==> src/rtl/ysyx_22040125_pipe_pkg.sv <==
// Shared pipeline constants for the hazard controller: stage indices,
// trap sequencer states and default parameter values.
package ysyx_22040125_pipe_pkg;

   localparam int STG_IF  = 0;
   localparam int STG_ID  = 1;
   localparam int STG_EX  = 2;
   localparam int STG_MEM = 3;
   localparam int STG_WB  = 4;

   localparam int DEF_STAGES          = 5;
   localparam int DEF_EX_IDX          = STG_EX;
   localparam int DEF_TRAP_IDX        = STG_MEM;
   localparam int DEF_LU_BUBBLES      = 1;
   localparam int DEF_MAX_OUTSTANDING = 2;

   typedef enum logic [1:0] {
      TRAP_IDLE  = 2'd0,
      TRAP_DRAIN = 2'd1,
      TRAP_FLUSH = 2'd2
   } trap_state_e;

   // Counter width able to hold 0..max_val-1, never narrower than one bit.
   function automatic int cnt_width(input int max_val);
      return (max_val > 1) ? $clog2(max_val) : 1;
   endfunction

endpackage

==> src/rtl/ysyx_22040125_fetch_tracker.sv <==
// Counts in-flight instruction fetches and marks responses that belong to
// a path abandoned by a redirect or trap so the IF stage can discard them.
module ysyx_22040125_fetch_tracker
   import ysyx_22040125_pipe_pkg::*;
#(
   parameter int MAX_OUTSTANDING = DEF_MAX_OUTSTANDING
) (
   input  logic clk,
   input  logic rst,
   input  logic issue,
   input  logic resp,
   input  logic kill,
   output logic issue_ok,
   output logic fetch_drop
);

   localparam int CNT_W = $clog2(MAX_OUTSTANDING + 1);

   logic [CNT_W-1:0] inflight;
   logic [CNT_W-1:0] inflight_nxt;
   logic [CNT_W-1:0] drop_cnt;
   logic             issue_acc;

   assign issue_ok     = (inflight < CNT_W'(MAX_OUTSTANDING));
   assign issue_acc    = issue & issue_ok;
   assign inflight_nxt = inflight + CNT_W'(issue_acc) - CNT_W'(resp);

   // A response in the kill cycle is itself wrong-path; inflight_nxt already
   // excludes it, so the reload covers only requests still outstanding.
   assign fetch_drop = ~rst & resp & ((drop_cnt != '0) | kill);

   always_ff @(posedge clk or posedge rst) begin
      if (rst) begin
         inflight <= '0;
         drop_cnt <= '0;
      end else begin
         inflight <= inflight_nxt;
         if (kill)
            drop_cnt <= inflight_nxt;
         else if (fetch_drop && (drop_cnt != '0))
            drop_cnt <= drop_cnt - CNT_W'(1);
      end
   end

endmodule

==> src/rtl/ysyx_22040125_hazard_ctrl.sv <==
// Pipeline hazard controller: per-stage stall/flush vectors, load-use
// bubbles, EX redirects, trap drain sequencing and ID enable gating.
module ysyx_22040125_hazard_ctrl
   import ysyx_22040125_pipe_pkg::*;
#(
   parameter int STAGES          = DEF_STAGES,
   parameter int EX_IDX          = DEF_EX_IDX,
   parameter int TRAP_IDX        = DEF_TRAP_IDX,
   parameter int LU_BUBBLES      = DEF_LU_BUBBLES,
   parameter int MAX_OUTSTANDING = DEF_MAX_OUTSTANDING
) (
   input  logic              clk,
   input  logic              rst,
   input  logic [STAGES-1:0] stage_busy,
   input  logic              load_use,
   input  logic              redirect_valid,
   input  logic              trap_req,
   input  logic              mem_pending,
   input  logic              fetch_issue,
   input  logic              fetch_resp,
   input  logic              data_wen_in,
   input  logic              data_ren_in,
   input  logic              reg_wen_in,
   output logic [STAGES-1:0] stall,
   output logic [STAGES-1:0] flush,
   output logic              pc_redirect_en,
   output logic              trap_take,
   output logic              fetch_drop,
   output logic              issue_ok,
   output logic              data_wen_out,
   output logic              data_ren_out,
   output logic              reg_wen_out
);

   localparam int LU_W = cnt_width(LU_BUBBLES);

   trap_state_e       state;
   trap_state_e       state_nxt;
   logic [LU_W-1:0]   lu_cnt;
   logic [LU_W-1:0]   lu_cnt_nxt;
   logic [STAGES-1:0] busy_or;
   logic              idle;
   logic              stall_ex;
   logic              redirect_take;
   logic              lu_active;
   logic              fetch_kill;
   logic              id_gate;

   // A busy stage freezes itself and everything upstream of it.
   always_comb begin
      busy_or = stage_busy;
      for (int k = STAGES - 2; k >= 0; k--)
         busy_or[k] = stage_busy[k] | busy_or[k+1];
   end

   assign idle     = (state == TRAP_IDLE);
   assign stall_ex = busy_or[EX_IDX];

   // Trap requests outrank redirects, and redirects outrank load-use.
   assign redirect_take = ~rst & idle & redirect_valid & ~stall_ex & ~trap_req;
   assign lu_active     = ~rst & idle & ~trap_req & ~redirect_take & ~stall_ex
                          & (load_use | (lu_cnt != '0));
   assign trap_take     = ~rst & (state == TRAP_FLUSH);
   assign fetch_kill    = redirect_take | trap_take;
   assign pc_redirect_en = redirect_take;

   always_comb begin
      stall = '0;
      flush = '0;
      if (rst) begin
         flush = '1;
      end else begin
         case (state)
            TRAP_DRAIN: stall = '1;
            TRAP_FLUSH: begin
               for (int k = 0; k < STAGES; k++)
                  if (k <= TRAP_IDX) flush[k] = 1'b1;
            end
            default: begin
               stall = busy_or;
               if (lu_active)
                  for (int k = 0; k < STAGES; k++)
                     if (k < EX_IDX) stall[k] = 1'b1;
               // A register that advances while its source holds takes a bubble.
               for (int k = 1; k < STAGES; k++)
                  flush[k] = stall[k-1] & ~stall[k];
               if (redirect_take)
                  for (int k = 1; k < STAGES; k++)
                     if (k <= EX_IDX) flush[k] = 1'b1;
            end
         endcase
      end
   end

   always_comb begin
      state_nxt  = state;
      lu_cnt_nxt = lu_cnt;
      case (state)
         TRAP_IDLE:  if (trap_req) state_nxt = mem_pending ? TRAP_DRAIN : TRAP_FLUSH;
         TRAP_DRAIN: if (!mem_pending) state_nxt = TRAP_FLUSH;
         TRAP_FLUSH: state_nxt = TRAP_IDLE;
         default:    state_nxt = TRAP_IDLE;
      endcase
      if (trap_take || redirect_take)
         lu_cnt_nxt = '0;
      else if (lu_active)
         lu_cnt_nxt = (lu_cnt == '0) ? LU_W'(LU_BUBBLES - 1) : lu_cnt - LU_W'(1);
   end

   always_ff @(posedge clk or posedge rst) begin
      if (rst) begin
         state  <= TRAP_IDLE;
         lu_cnt <= '0;
      end else begin
         state  <= state_nxt;
         lu_cnt <= lu_cnt_nxt;
      end
   end

   assign id_gate      = ~flush[EX_IDX] & idle & ~trap_req;
   assign data_wen_out = data_wen_in & id_gate;
   assign data_ren_out = data_ren_in & id_gate;
   assign reg_wen_out  = reg_wen_in & id_gate;

   ysyx_22040125_fetch_tracker #(
      .MAX_OUTSTANDING (MAX_OUTSTANDING)
   ) u_trk (
      .clk        (clk),
      .rst        (rst),
      .issue      (fetch_issue),
      .resp       (fetch_resp),
      .kill       (fetch_kill),
      .issue_ok   (issue_ok),
      .fetch_drop (fetch_drop)
   );

endmodule

==> config.mk <==
export PLATFORM = sky130hd
export DESIGN_NAME = ysyx_22040125_hazard_ctrl
export DESIGN_NICKNAME = d
export VERILOG_FILES = /design/src/rtl/ysyx_22040125_pipe_pkg.sv /design/src/rtl/ysyx_22040125_fetch_tracker.sv /design/src/rtl/ysyx_22040125_hazard_ctrl.sv
export SDC_FILE = /design/constraint.sdc
export NUM_CORES = 1
export LEC_CHECK = 0
export CORE_ASPECT_RATIO = 0.8
export CORE_MARGIN = 3
export CORE_UTILIZATION = 34
export DETAILED_ROUTE_END_ITERATION = 6
export HOLD_SLACK_MARGIN = 0.05
export PLACE_DENSITY = 0.75
export SLEW_MARGIN = 0
export SYNTH_ARGS = -nofsm -noshare
export SYNTH_HDL_FRONTEND = slang
export SYNTH_SLANG_ARGS = --single-unit
==> constraint.sdc <==
create_clock -name clk -period 2.05 [get_ports clk]
set_input_delay 0.205 -clock clk [delete_from_list [all_inputs] [get_ports clk]]
set_output_delay 0.205 -clock clk [all_outputs]
set_load 0.01 [all_outputs]
==> results of run 1 <==
==> power by group through the flow <==
stage / combinational [mW] / clock (mW) / sequential (mW)
after floorplan: 0.487 / 0 / 0.204
after global placement: 0.827 / 0 / 0.205
after detailed placement: 0.850 / 0 / 0.208
after CTS: 0.815 / 0.116 / 0.206
after global routing: 0.923 / 0.123 / 0.210
final: 0.834 / 0.110 / 0.206
==> registers in the layout, summed over array words and instances, names as in the netlist <==
register,cells
state,2
u_trk.drop_cnt,2
u_trk.inflight,2
==> critical path, stage by stage (launching register included) <==
cell and delay [ns]:
dfrtp_1 0.38, inv_2 0.08, ha_4 0.21, or4_4 0.43, a311o_1 0.33, buf_4 0.15, o221ai_2 0.11, buf_2 0.16
==> synth_stat cells, drive strengths merged (2+ instances only) <==
library cell and n:
nor2b 2, buf 2, nand2 6, nor3b 2, mux2i 2, or2 2, and2 4, ha 6
mux2 2, a21o 2, a21oi 7, nor2 3, dfrtp 6, inv 14, xnor2 3
==> layout make-up <==
type                            instances  area share (%)
Clock buffer                            3           2.018
Inverter                               14           4.709
Multi-Input combinational cell         53           38.57
Sequential cell                         6           13.45
Tap cell                               22           2.466
Timing Repair Buffer                   49           38.79
==> routing by layer <==
metal	track usage, %	wire, um
met2	29.10	882
met4	2.551	27
met5	0	0
met3	5.498	87
met1	19.71	819
==> repair_timing <==
item,CTS,global route
endpoints found under the hold margin,0,0
endpoints found under the setup margin,13,12
setup buffers,3,0
resized for setup,32,10
pin swaps,5,2
==> stage by stage <==
| stage | power (mW) | setup TNS [ns] | utilization [%] |
|---|---|---|---|
| 2_1_floorplan | 0.6903 | 0 | - |
| 3_3_place_gp | 1.033 | -1.957 | 64.33 |
| 3_5_place_dp | 1.058 | -2.066 | 64.33 |
| 4_1_cts | 1.137 | -1.029 | 65.08 |
| 5_1_grt | 1.256 | -1.265 | 67.27 |
| 6_report | 1.150 | -0.7320 | 67.27 |
==> worst min-delay path by stage <==
stage | endpoint | slack, ns
floorplan | state[0] | 0.18
global placement | u_trk.inflight[1] | 0.51
detailed placement | u_trk.inflight[1] | 0.52
CTS | u_trk.inflight[0] | 0.48
global route | u_trk.inflight[0] | 0.51
finish | u_trk.inflight[0] | 0.49
==> cells by family after synthesis <==
kind of cell	Yosys count	share of synthesized area, %
and+or+nand+nor	22	20.24
AOI/OAI and AO/OA	18	20.45
buffers and inverters	16	11.25
adders and majority gates	6	12.27
DFF	6	24.54
muxes	4	6.953
xor gates and xnor gates	3	4.295
==> summary.md, run 1 <==
| Metric | Value |
|---|---|
| Status | complete, but fails checks |
| Failing checks | negative setup slack |
| Largest net degree at the start of global routing | 10 |
| Max-slew violations | 0 |
| Synthesized area | 611.8 um^2 |
| CTS tree | yes |
| Clk pwr share | 9.6% |
| Syn Nets | 97 |
| Fraction of layout cells with a size suffix above 1 | 30.40% |
| Sequential element share of the synthesized area | 24.54% |
| Min cycle time layout | 2.290 ns |
| IO Port Bufs | 32 |
| Top-area cell type share of the netlist area | 24.54% |
| Final instance area | 0.001116 mm^2 |
| Crit path max fanout | 3 |
| CP Launch Point | state[0] |
| I/O pins | 33 |
| Clock buffer depth | 2 |
| Die footprint | 0.002347 mm^2 |
| PD cells | 1030 mW/mm^2 |
| Reg2reg start | state[0] |
| Distinct cells, synth | 28 |
| Worst Hold Slack | 0.4851 ns |
| Grt total ovfl | 0 |
| Register area | 150.1 um^2 |
| FILL cells | 138 |
| Site Rows | 13 |
| First-pass GRT wire length | 2829 um |
| Number of max-cap violations | 0 |
| Fin crit share | 111.7% |
| Wire per inst | 12.36 um |
| Die X | 53.43 um |
| Synthesis-stage register bit count | 6 |
| Area leader, netlist | dfrtp_1 |
| Terminus of the critical flop-to-flop path | u_trk.drop_cnt[0] |
| Final Skew | 0.001463 ns |
| Placed inst area | 0.001067 mm^2 |
| GP Congestion | 0.7662 |
| Initial DRC Count | 3 |
| Leakage | 0.5839 nW |
| # hold bufs at CTS | 0 |
| Synthesized area per cell | 8.158 um^2 |
| Worst-path clk slew | 0.05 ns |
| DP Worst Slack | -0.3791 ns |
| Starting Density | 36.88% |
| Most frequent cells in the layout | clkdlybuf4s50_1, buf_4, inv_1 |
| Core Region | 0.001659 mm^2 |
| Die Ht | 43.94 um |
| Ant diodes | 0 |
| Initial antenna violation count | 0 |
| RSZ-0062 raised after global routing | yes |
| Psw | 458.2 uW |
| Switching Share | 39.85% |
| 1st-pass router iterations | 3 |
| Power Internal | 691.4 uW |
| Reg2Reg Setup Slack | 0.34 ns |
| Final Hold Fails | 0 |
| CP arrival | 2.08 ns |
| VDD IR-drop max | 0.6146 mV |
| Seq pwr share | 17.9% |
| Setup crit end | flush[1] |
| Cts bufs inserted | 3 |
| Inst Count DP | 141 |
| Worst Path Required | 1.85 ns |
| CTS root buf | clkbuf_4 |
| Hold crit path type | in2async |
| Area of the multi-input gates | 430.4 um^2 |
| Comb power frac | 72.6% |
| Worst skew pair latency | 0.24 ns |
| Vias in the first global route | 637 |
| Drt via density | 4.748 |
| Most used flip-flop cell after synthesis | dfrtp_1 |
| Async SR Flop Fraction | 100.0% |
| Slew @ Worst Pin | 0.3883 ns |
| Worst Setup End Kind | output pin |
| Setup CP Type | reg2out |
| Top cells by area, synth | dfrtp_1, ha_1, inv_1 |
| GR Util All Layers | 16.54% |
| NumNets Final | 149 |
| Setup violations, final | 7 |
| H-tree levels | 1 |
| Count of flip-flops with a built-in enable after synthesis | 0 |
| Non-Filler Instances | 147 |
| DPL Wire Length | 1516 um |
| Reg2reg path depth | 7 |
| Final worst slack | -0.2396 ns |
| Crit start category | register |
| Slew HR | 74.06% |
| Synth-to-layout area growth | 82.41% |
| DRC | 0 |
| Yosys warning count | 0 |
| Peak Freq | 436.8 MHz |
| Routed vias | 698 |
| Synth Instances | 75 |
| Antenna-violating nets left | 0 |
| Detailed Route WL | 1817 um |
| Sink Count | 6 |
No activity file was read; power rests on OpenSTA's default activity.
==> inputs of run 2 (changes only) <==
Settings changed: CORE_ASPECT_RATIO 0.8 to not set.
==> run 2 against run 1 <==
Against the previous run:
- the run still ends with negative setup slack left
- sequential power is essentially flat
- utilization up 6.0 points
- routed wire length grew 3.4%
- final cell count up 2.0%
- setup slack gained 0.11 ns
- sequential cell count did not move
- worst hold slack got worse by 0.075 ns
- critical path depth down 1
- clock power decreased by 7%
- critical path type unchanged
- largest cell class is now multi-input gates
==> summary.md, run 2 (synthesized netlist as in run 1, its figures left out) <==
| Metric | Value |
|---|---|
| Placed inst area | 0.001077 mm^2 |
| Wire per inst | 12.52 um |
| Worst-path clk slew | 0.04 ns |
| Area of the multi-input gates | 490.5 um^2 |
| Starting Density | 38.38% |
| Psw | 497.3 uW |
| Largest net degree at the start of global routing | 10 |
| I/O pins | 33 |
| Initial antenna violation count | 0 |
| Seq pwr share | 16.7% |
| DRC | 0 |
| FILL cells | 125 |
| Failing checks | negative setup slack |
| Leakage | 0.5735 nW |
| Largest regs | state (2), u_trk.drop_cnt (2), u_trk.inflight (2) |
| 1st-pass router iterations | 2 |
| Non-Filler Instances | 150 |
| Drt via density | 4.807 |
| Die Ht | 48.42 um |
| PD cells | 1058 mW/mm^2 |
| GP Congestion | 0.7887 |
| VDD IR-drop max | 0.7488 mV |
| Die footprint | 0.002345 mm^2 |
| Worst Path Required | 1.85 ns |
| Min cycle time layout | 2.178 ns |
| Hold crit path type | in2async |
| H-tree levels | 1 |
| Worst Hold Slack | 0.4099 ns |
| GR Util All Layers | 16.36% |
| Most frequent cells in the layout | buf_4, clkdlybuf4s50_1, inv_1 |
| Worst Setup End Kind | output pin |
| Final Skew | 0.002248 ns |
| Crit path max fanout | 3 |
| Reg2Reg Setup Slack | 0.23 ns |
| Synth-to-layout area growth | 91.00% |
| Cts bufs inserted | 3 |
| Setup_tns | -0.6057 ns |
| DPL Wire Length | 1465 um |
| Crit start category | register |
| CP arrival | 1.97 ns |
| Number of max-cap violations | 0 |
| Final Hold Fails | 0 |
| Slew @ Worst Pin | 0.3926 ns |
| Sink Count | 6 |
| RSZ-0062 raised after global routing | yes |
| Max-slew violations | 0 |
| # hold bufs at CTS | 0 |
| Fraction of layout cells with a size suffix above 1 | 36.51% |
| Worst skew pair latency | 0.24 ns |
| Ant diodes | 0 |
| Register area | 150.1 um^2 |
| Slew HR | 73.77% |
| CTS tree | yes |
| Setup CP Type | reg2out |
| Site Rows | 14 |
| Clock buffer depth | 2 |
| Final worst slack | -0.1279 ns |
| Die X | 48.42 um |
| Vias in the first global route | 742 |
| CTS root buf | clkbuf_4 |
| Routed vias | 721 |
| Final instance area | 0.001169 mm^2 |
| Detailed Route WL | 1878 um |
| Power Internal | 738.6 uW |
| Core Region | 0.001594 mm^2 |
| Switching Share | 40.24% |
| NumNets Final | 150 |
| Peak Freq | 459.2 MHz |
| Clk pwr share | 8.2% |
| Comb power frac | 75.0% |
| Status | complete, but fails checks |
| Initial DRC Count | 3 |
| Antenna-violating nets left | 0 |
| Overall Power | 1.236 mW |
| IO Port Bufs | 32 |
| Inst Count DP | 144 |
| First-pass GRT wire length | 3105 um |
| Most common cell after layout, fill and taps aside | buf_4 |
| Setup violations, final | 7 |
| Fin crit share | 106.2% |
| Grt total ovfl | 0 |
==> run 2: layout make-up <==
class	instances	share of cell area [%]
flip-flops and latches	6	12.85
clock buffers	3	1.927
repair buffers	50	36.19
well taps	24	2.570
inverters	14	4.497
multi-input cells	53	41.97
==> run 2: stage by stage <==
stage | setup WS, ns | util (%)
floorplan | 0.09730 | -
global placement | -0.3396 | 67.58
detailed placement | -0.3504 | 67.58
CTS | -0.1892 | 69.94
global route | -0.2076 | 73.31
finish | -0.1279 | 73.31
==> run 2: routing by layer <==
layer,global-route usage [%],up-vias,share of wire (%)
met3,3.067,0,4.7
li1,-,361,-
met1,16.38,341,38
met5,0,-,0
met2,31.19,19,58
met4,9.479,0,0
==> run 2: power by group through the flow <==
| stage | Combinational, mW | Sequential (mW) | Clock [mW] |
|---|---|---|---|
| final | 0.928 | 0.207 | 0.102 |
| after global routing | 1.02 | 0.213 | 0.113 |
| after CTS | 0.843 | 0.207 | 0.109 |
| after detailed placement | 0.850 | 0.209 | 0 |
| after global placement | 0.832 | 0.204 | 0 |
| after floorplan | 0.487 | 0.204 | 0 |
==> run 2: what timing repair did <==
item / 4_1_cts / 5_1_grt
setup buffers: 2 / 1
setup endpoints to repair: 13 / 9
cloned: 0 / 0
gates resized for setup: 43 / 15
pin swaps: 7 / 2
hold endpoints to repair: 0 / 0
==> run 2: worst paths after layout <==
kind / startpoint / end / cells after the start
max: state[0] / stall[0] / 6
min: rst / state[1] / 3
max reg2reg: state[0] / u_trk.drop_cnt[1] / 9
min reg2reg: u_trk.inflight[1] / u_trk.inflight[1] / 1
max in group asynchronous: rst / u_trk.inflight[0] / 4
min in group clk: u_trk.inflight[1] / u_trk.inflight[1] / 1
==> run 2: worst max-delay path, stage by stage, from the launching register on <==
cell     delay [ns]
dfrtp_1        0.39
inv_2          0.09
ha_4           0.21
or4_4          0.43
a311o_1        0.32
o21a_1         0.18
buf_2          0.13
